===== config.mk =====
export PLATFORM = sky130hd
export DESIGN_NAME = dzcpu_uop_sequencer
export DESIGN_NICKNAME = d
export VERILOG_FILES = /design/src/rtl/dzcpu_uop_sequencer_pkg.sv /design/src/rtl/dzcpu_uop_sequencer_field_decode.sv /design/src/rtl/dzcpu_uop_sequencer.sv
export SDC_FILE = /design/constraint.sdc
export NUM_CORES = 1
export LEC_CHECK = 0
export CAP_MARGIN = 20
export CORE_UTILIZATION = 38
export DETAILED_ROUTE_END_ITERATION = 12
export PLACE_DENSITY = 0.8
export SETUP_SLACK_MARGIN = 0.15
export SYNTH_ARGS = -nofsm -noshare
export SYNTH_HDL_FRONTEND = slang
export SYNTH_SLANG_ARGS = --single-unit

===== constraint.sdc =====
create_clock -name iClock -period 2.21 [get_ports iClock]
set_input_delay 0.5525 -clock iClock [delete_from_list [all_inputs] [get_ports iClock]]
set_output_delay 0.5525 -clock iClock [all_outputs]
set_load 0.005 [all_outputs]

===== src/rtl/dzcpu_uop_sequencer_pkg.sv =====
// dzcpu micro-op definitions shared by the sequencer: field widths, flow-field
// codes, the JCB op code and the sequencer state encoding.
package dzcpu_uop_sequencer_pkg;

    localparam int UPC_W_C  = 8;
    localparam int FLOW_W_C = 4;
    localparam int OP_W_C   = 5;
    localparam int OPR_W_C  = 4;
    localparam int UOP_W_C  = FLOW_W_C + OP_W_C + OPR_W_C;

    typedef enum logic [FLOW_W_C-1:0] {
        FLOW_OP           = 4'd0,
        FLOW_INC          = 4'd1,
        FLOW_EOF          = 4'd2,
        FLOW_INC_EOF      = 4'd3,
        FLOW_EOF_FU       = 4'd4,
        FLOW_INC_EOF_FU   = 4'd5,
        FLOW_INC_EOF_Z    = 4'd6,
        FLOW_INC_EOF_NZ   = 4'd7,
        FLOW_UPDATE_FLAGS = 4'd8,
        FLOW_NOP          = 4'd9
    } flow_e;

    // Op that pulls the second opcode byte and re-enters decode through the CB LUT.
    localparam logic [OP_W_C-1:0] OP_JCB = 5'h1F;

    typedef enum logic [1:0] {
        ST_FETCH  = 2'd0,
        ST_DECODE = 2'd1,
        ST_EXEC   = 2'd2
    } state_e;

    typedef struct packed {
        logic pc_inc;
        logic flags_update;
        logic end_flow;
        logic cond_z;
        logic cond_nz;
    } flow_ctl_t;

endpackage


===== src/rtl/dzcpu_uop_sequencer_field_decode.sv =====
// Flow-field decoder: turns the 4-bit flow code into PC/flag/end controls.
// Codes outside the defined set decode to all-zero, i.e. behave as plain OP.
module dzcpu_uop_sequencer_field_decode
    import dzcpu_uop_sequencer_pkg::*;
(
    input  logic [FLOW_W_C-1:0] flow_i,
    output flow_ctl_t           ctl_o
);

    always_comb begin
        ctl_o = '0;
        case (flow_e'(flow_i))
            FLOW_INC:          ctl_o.pc_inc = 1'b1;
            FLOW_UPDATE_FLAGS: ctl_o.flags_update = 1'b1;
            FLOW_EOF:          ctl_o.end_flow = 1'b1;
            FLOW_INC_EOF: begin
                ctl_o.pc_inc   = 1'b1;
                ctl_o.end_flow = 1'b1;
            end
            FLOW_EOF_FU: begin
                ctl_o.flags_update = 1'b1;
                ctl_o.end_flow     = 1'b1;
            end
            FLOW_INC_EOF_FU: begin
                ctl_o.pc_inc       = 1'b1;
                ctl_o.flags_update = 1'b1;
                ctl_o.end_flow     = 1'b1;
            end
            FLOW_INC_EOF_Z: begin
                ctl_o.pc_inc = 1'b1;
                ctl_o.cond_z = 1'b1;
            end
            FLOW_INC_EOF_NZ: begin
                ctl_o.pc_inc  = 1'b1;
                ctl_o.cond_nz = 1'b1;
            end
            default: ;
        endcase
    end

endmodule


===== src/rtl/dzcpu_uop_sequencer.sv =====
// dzcpu microcode sequencer: fetch opcode, resolve flow start via main/CB LUT,
// then walk the micro-op ROM one entry per cycle.
//   state     | meaning
//   ST_FETCH  | request opcode byte at PC, wait for iMemValid
//   ST_DECODE | load uPC from main or CB LUT result
//   ST_EXEC   | issue micro-op at uPC, interpret flow field
module dzcpu_uop_sequencer
    import dzcpu_uop_sequencer_pkg::*;
#(
    parameter int UPC_W  = UPC_W_C,
    parameter int UOP_W  = UOP_W_C,
    parameter int FLOW_W = FLOW_W_C,
    parameter int OP_W   = OP_W_C,
    parameter int OPR_W  = OPR_W_C
)(
    input  logic             iClock,
    input  logic             iReset,
    output logic             oFetch,
    input  logic             iMemValid,
    input  logic [7:0]       iMemData,
    output logic [7:0]       oMop,
    output logic             oCbSel,
    input  logic [7:0]       iFlowIdx,
    input  logic [7:0]       iCbFlowIdx,
    output logic [UPC_W-1:0] oUopAddr,
    input  logic [UOP_W-1:0] iUop,
    input  logic             iStall,
    input  logic             iFlagZ,
    output logic             oUopValid,
    output logic [OP_W-1:0]  oOp,
    output logic [OPR_W-1:0] oOperand,
    output logic             oPcInc,
    output logic             oFlagsUpdate,
    output logic             oUcodeErr
);

    state_e           state_q, state_d;
    logic [UPC_W-1:0] upc_q, upc_d;
    logic [7:0]       mop_q, mop_d;
    logic             cb_sel_q, cb_sel_d;
    logic             ucode_err_q, ucode_err_d;

    logic [FLOW_W-1:0] uop_flow;
    logic [OP_W-1:0]   uop_op;
    logic [OPR_W-1:0]  uop_opr;
    flow_ctl_t         flow_ctl;
    logic              is_jcb, exec_go, cond_taken, flow_done, upc_at_max;

    assign uop_flow = iUop[UOP_W-1 -: FLOW_W];
    assign uop_op   = iUop[OPR_W +: OP_W];
    assign uop_opr  = iUop[OPR_W-1:0];

    dzcpu_uop_sequencer_field_decode u_field_decode (
        .flow_i (uop_flow),
        .ctl_o  (flow_ctl)
    );

    // JCB without its CB byte on the bus is indistinguishable from a stall.
    assign is_jcb     = (uop_op == OP_JCB);
    assign exec_go    = iReset && (state_q == ST_EXEC) && !iStall && (!is_jcb || iMemValid);
    assign cond_taken = (flow_ctl.cond_z && iFlagZ) || (flow_ctl.cond_nz && !iFlagZ);
    assign flow_done  = flow_ctl.end_flow || cond_taken;
    assign upc_at_max = &upc_q;

    assign oFetch       = (state_q == ST_FETCH);
    assign oUopAddr     = upc_q;
    assign oMop         = mop_q;
    assign oCbSel       = cb_sel_q;
    assign oUcodeErr    = ucode_err_q;
    assign oUopValid    = exec_go && !is_jcb && !cond_taken;
    assign oPcInc       = exec_go && flow_ctl.pc_inc;
    assign oFlagsUpdate = exec_go && !is_jcb && flow_ctl.flags_update;
    assign oOp          = oUopValid ? uop_op : '0;
    assign oOperand     = oUopValid ? uop_opr : '0;

    always_comb begin
        state_d     = state_q;
        upc_d       = upc_q;
        mop_d       = mop_q;
        cb_sel_d    = cb_sel_q;
        ucode_err_d = ucode_err_q;
        unique case (state_q)
            ST_FETCH: begin
                if (iMemValid) begin
                    mop_d    = iMemData;
                    cb_sel_d = 1'b0;
                    state_d  = ST_DECODE;
                end
            end
            ST_DECODE: begin
                upc_d   = UPC_W'(cb_sel_q ? iCbFlowIdx : iFlowIdx);
                state_d = ST_EXEC;
            end
            ST_EXEC: begin
                if (exec_go) begin
                    if (is_jcb) begin
                        mop_d    = iMemData;
                        cb_sel_d = 1'b1;
                        state_d  = ST_DECODE;
                    end else if (flow_done) begin
                        state_d = ST_FETCH;
                    end else if (upc_at_max) begin
                        ucode_err_d = 1'b1;
                        state_d     = ST_FETCH;
                    end else begin
                        upc_d = upc_q + 1'b1;
                    end
                end
            end
            default: state_d = ST_FETCH;
        endcase
    end

    always_ff @(posedge iClock) begin
        if (!iReset) begin
            state_q     <= ST_FETCH;
            upc_q       <= '0;
            mop_q       <= '0;
            cb_sel_q    <= 1'b0;
            ucode_err_q <= 1'b0;
        end else begin
            state_q     <= state_d;
            upc_q       <= upc_d;
            mop_q       <= mop_d;
            cb_sel_q    <= cb_sel_d;
            ucode_err_q <= ucode_err_d;
        end
    end

endmodule


==> out/results.ini <==
[yosys]
synth_area_um2=1285
synth_compound_area_frac=0.2249
yosysWarnings=0
synthCells=151
synth_seq_cells=20
synthArstFlopShare=0
synth_xor_xnor_area_share=0.01363
muxShareOfSynthArea=0.1188
ys_types=48
synth_nets=194
synth_edf_count=0
seq_area_frac_synth=0.3116
synth_fa_ha_area_frac=0.009737
postSynthAreaPerCell_um2=8.510
synth_top_flop_cell=dfxtp_1
synth_top_family_by_area=simple AND/OR/NAND/NOR gates
synth-simple-area-share=0.2824

[route]
drt-initial-drc-count=64
via_per_inst=5.162
dr.pass1.iters=4
wl_per_cell_um=14.66
wirelength_um=4443
postRouteAntennaNets=0
drc_errors=0
vias=1564

[global_routing]
overflow=0
grt_max_degree=16
grt.total_usage=0.2600
grt_pass1_wl_um=7058
grt_pass1_vias=1551
antenna_found_initial=0

[sta]
setup-violations-final=0
post-route-period-util=0.9752
fin_hold_ws_ns=0.5179
hold_violations=0
max_freq_mhz=464.0
fin_crit_ns=2.155
slew_violations=0
worst_slew_pin_slew_ns=0.5619
relSlewSlack=0.6246
grt_setup_unrepaired=true
fin_worst_skew_ns=0.004783

[power]
irDropWorstVdd_mv=0.2988
switching_share=0.2850
internal_power_uw=691.2
p_leak_uw=0.001028
power.density_nw_per_um2=403.2
p_switching_uw=275.5
seqPwrFrac=0.424
comb_power_share=0.346
p_clk_frac=0.231

[floorplanning]
ioPinCount=73
core_um2=3128
die_h_um=60.15
die-area_um2=3618
die_x_um=60.15
rows=20
initial_utilization=0.4108

[placed_design]
gp_congestion=0.8436
place.port_buffers=72
dp_hpwl_um=3139

[flow_run]
drv_cap=0

[min_path]
hp-class=reg2reg

[setup_path]
cp_common_cell=buf_6
cp-start-kind=input port
worstPathRequired_ns=1.66
cp-end-kind=primary output
worstPathCellList=buf_6 > and4bb_4 > o21ai_4 > buf_6 > nor2_4 > and2_4 > buf_6
crit_type=in2out
critPathTopFamily=simple AND/OR/NAND/NOR gates
worstPathMaxFanout=5
crit_slowest_cell=and4bb_4
max_stage_delay_ns=0.34
cp.arrival_ns=1.60
cp_num_buf_inv=3

[clocking]
clockRootBuffer=clkbuf_4
clk_pin_slew_ns=0.12
clkLatencyLatePin_ns=0.31
cts_buffers=3
clock_path_buffers=2
cts_max_level=1
cts_num_sinks=20
cts_tree=yes

[final_layout]
finalNetCount=303
diodes=0
fin_util=0.7664
drive_gt1_frac=0.3591
syn_to_final_growth_pct=86.56

[outcome]
status=finished clean

[cell usage after synthesis, types with 4 or more instances]
cell     instances  area share
mux2i_1         13        0.10
nor3_1           7       0.027
dfxtp_1         20        0.31
nor2_1          18       0.053
and2_1          10       0.049
a21oi_1         14       0.055
nand2_1          6       0.018
a31oi_1          4       0.019
o21ai_0          5       0.019
inv_1            5       0.015
[layout by cell type (no fill, tap or decap), drive strengths merged, types with 2 or more instances in the layout]
cell type / n
dfxtp: 20
and2: 12
clkbuf: 6
nor2b: 2
o31a: 2
a31oi: 5
nor2: 19
nand2b: 2
nor3: 7
or2b: 2
nand4: 2
nand3: 2
o22ai: 2
clkdlybuf4s50: 48
a21oi: 14
o21ai: 6
nand2: 6
mux2i: 13
mux2: 2
a211oi: 2
buf: 57
inv: 5
a211o: 2
[cells by family (layout without fill, tap and decap cells)]
| kind of cell | Yosys count | after routing |
|---|---|---|
| AND/OR/NAND/NOR | 61 | 62 |
| AO/OA/AOI/OAI | 41 | 41 |
| flip-flops | 20 | 20 |
| multiplexers | 15 | 15 |
| buffers and inverters | 11 | 118 |
| XOR/XNOR | 2 | 2 |
| adder cells (fa/ha/maj) | 1 | 1 |
[cell type report]
type	instances	area, um2
sequential	20	401.6
multi-input combinational	121	924.6
clock buffer	4	36.28
tap	44	55.05
fill	223	730.7
inverter	5	18.77
timing repair buffer	109	960.9
[per-layer routing]
layer  GRT usage  wire, um  vias to the layer above
li1            -         -                      769
met5           0         0                        -
met1      0.3063      1832                      737
met2      0.4631      2324                       51
met3     0.05628       227                        7
met4     0.07973        58                        0
[power by group through the flow]
stage	Sequential [uW]	Clock, uW	Combinational (uW)
finish	410	223	334
global route	414	241	360
CTS	409	227	324
detailed placement	417	0	312
global placement	415	0	302
floorplan	418	0	124
[worst paths after layout]
check / start / end / slack (ns) / cells after the start
max: iStall / oOp[1] / 0.05 / 7
min: oMop[6] / oMop[6] / 0.52 / 2
max reg2reg: oUopAddr[1] / oUopAddr[5] / 0.41 / 6
min reg2reg: oMop[6] / oMop[6] / 0.52 / 2
[repair_timing]
item | CTS | global route
pin swaps | 16 | 12
setup buffers | 9 | 4
endpoints found under the setup margin | 12 | 12
hold buffers | 0 | 0
resized for setup | 108 | 16
gates cloned | 1 | 0
[worst register-to-register path: cells and delay by family, from the launching register on]
family / cells / cell delay, ns
AOI/OAI and AO/OA: 2 / 0.59
and+or+nand+nor: 3 / 0.47
DFF: 1 / 0.44
adders and majority gates: 1 / 0.20
[flip-flops by register name, summed over array words and instances, names as in the netlist]
name,flops
oCbSel,1
oMop,8
oUcodeErr,1
oUopAddr,8
state_q,2
[metrics by stage]
| stage | cell area (um2) | total power [uW] | worst slack [ns] | setup TNS (ns) | cells |
|---|---|---|---|---|---|
| after CTS | 2341 | 959.7 | 0.05704 | 0 | 299 |
| after global routing | 2397 | 1015 | 0.004670 | 0 | 303 |
| final | 2397 | 966.7 | 0.05481 | 0 | 303 |
| after floorplan | 1287 | 542.5 | 0.2435 | 0 | 151 |
| after global placement | 2212 | 717.4 | -0.6225 | -7.810 | 285 |
| after detailed placement | 2212 | 729.3 | -0.7205 | -8.720 | 285 |
No activity file was read; power rests on OpenSTA's default activity.
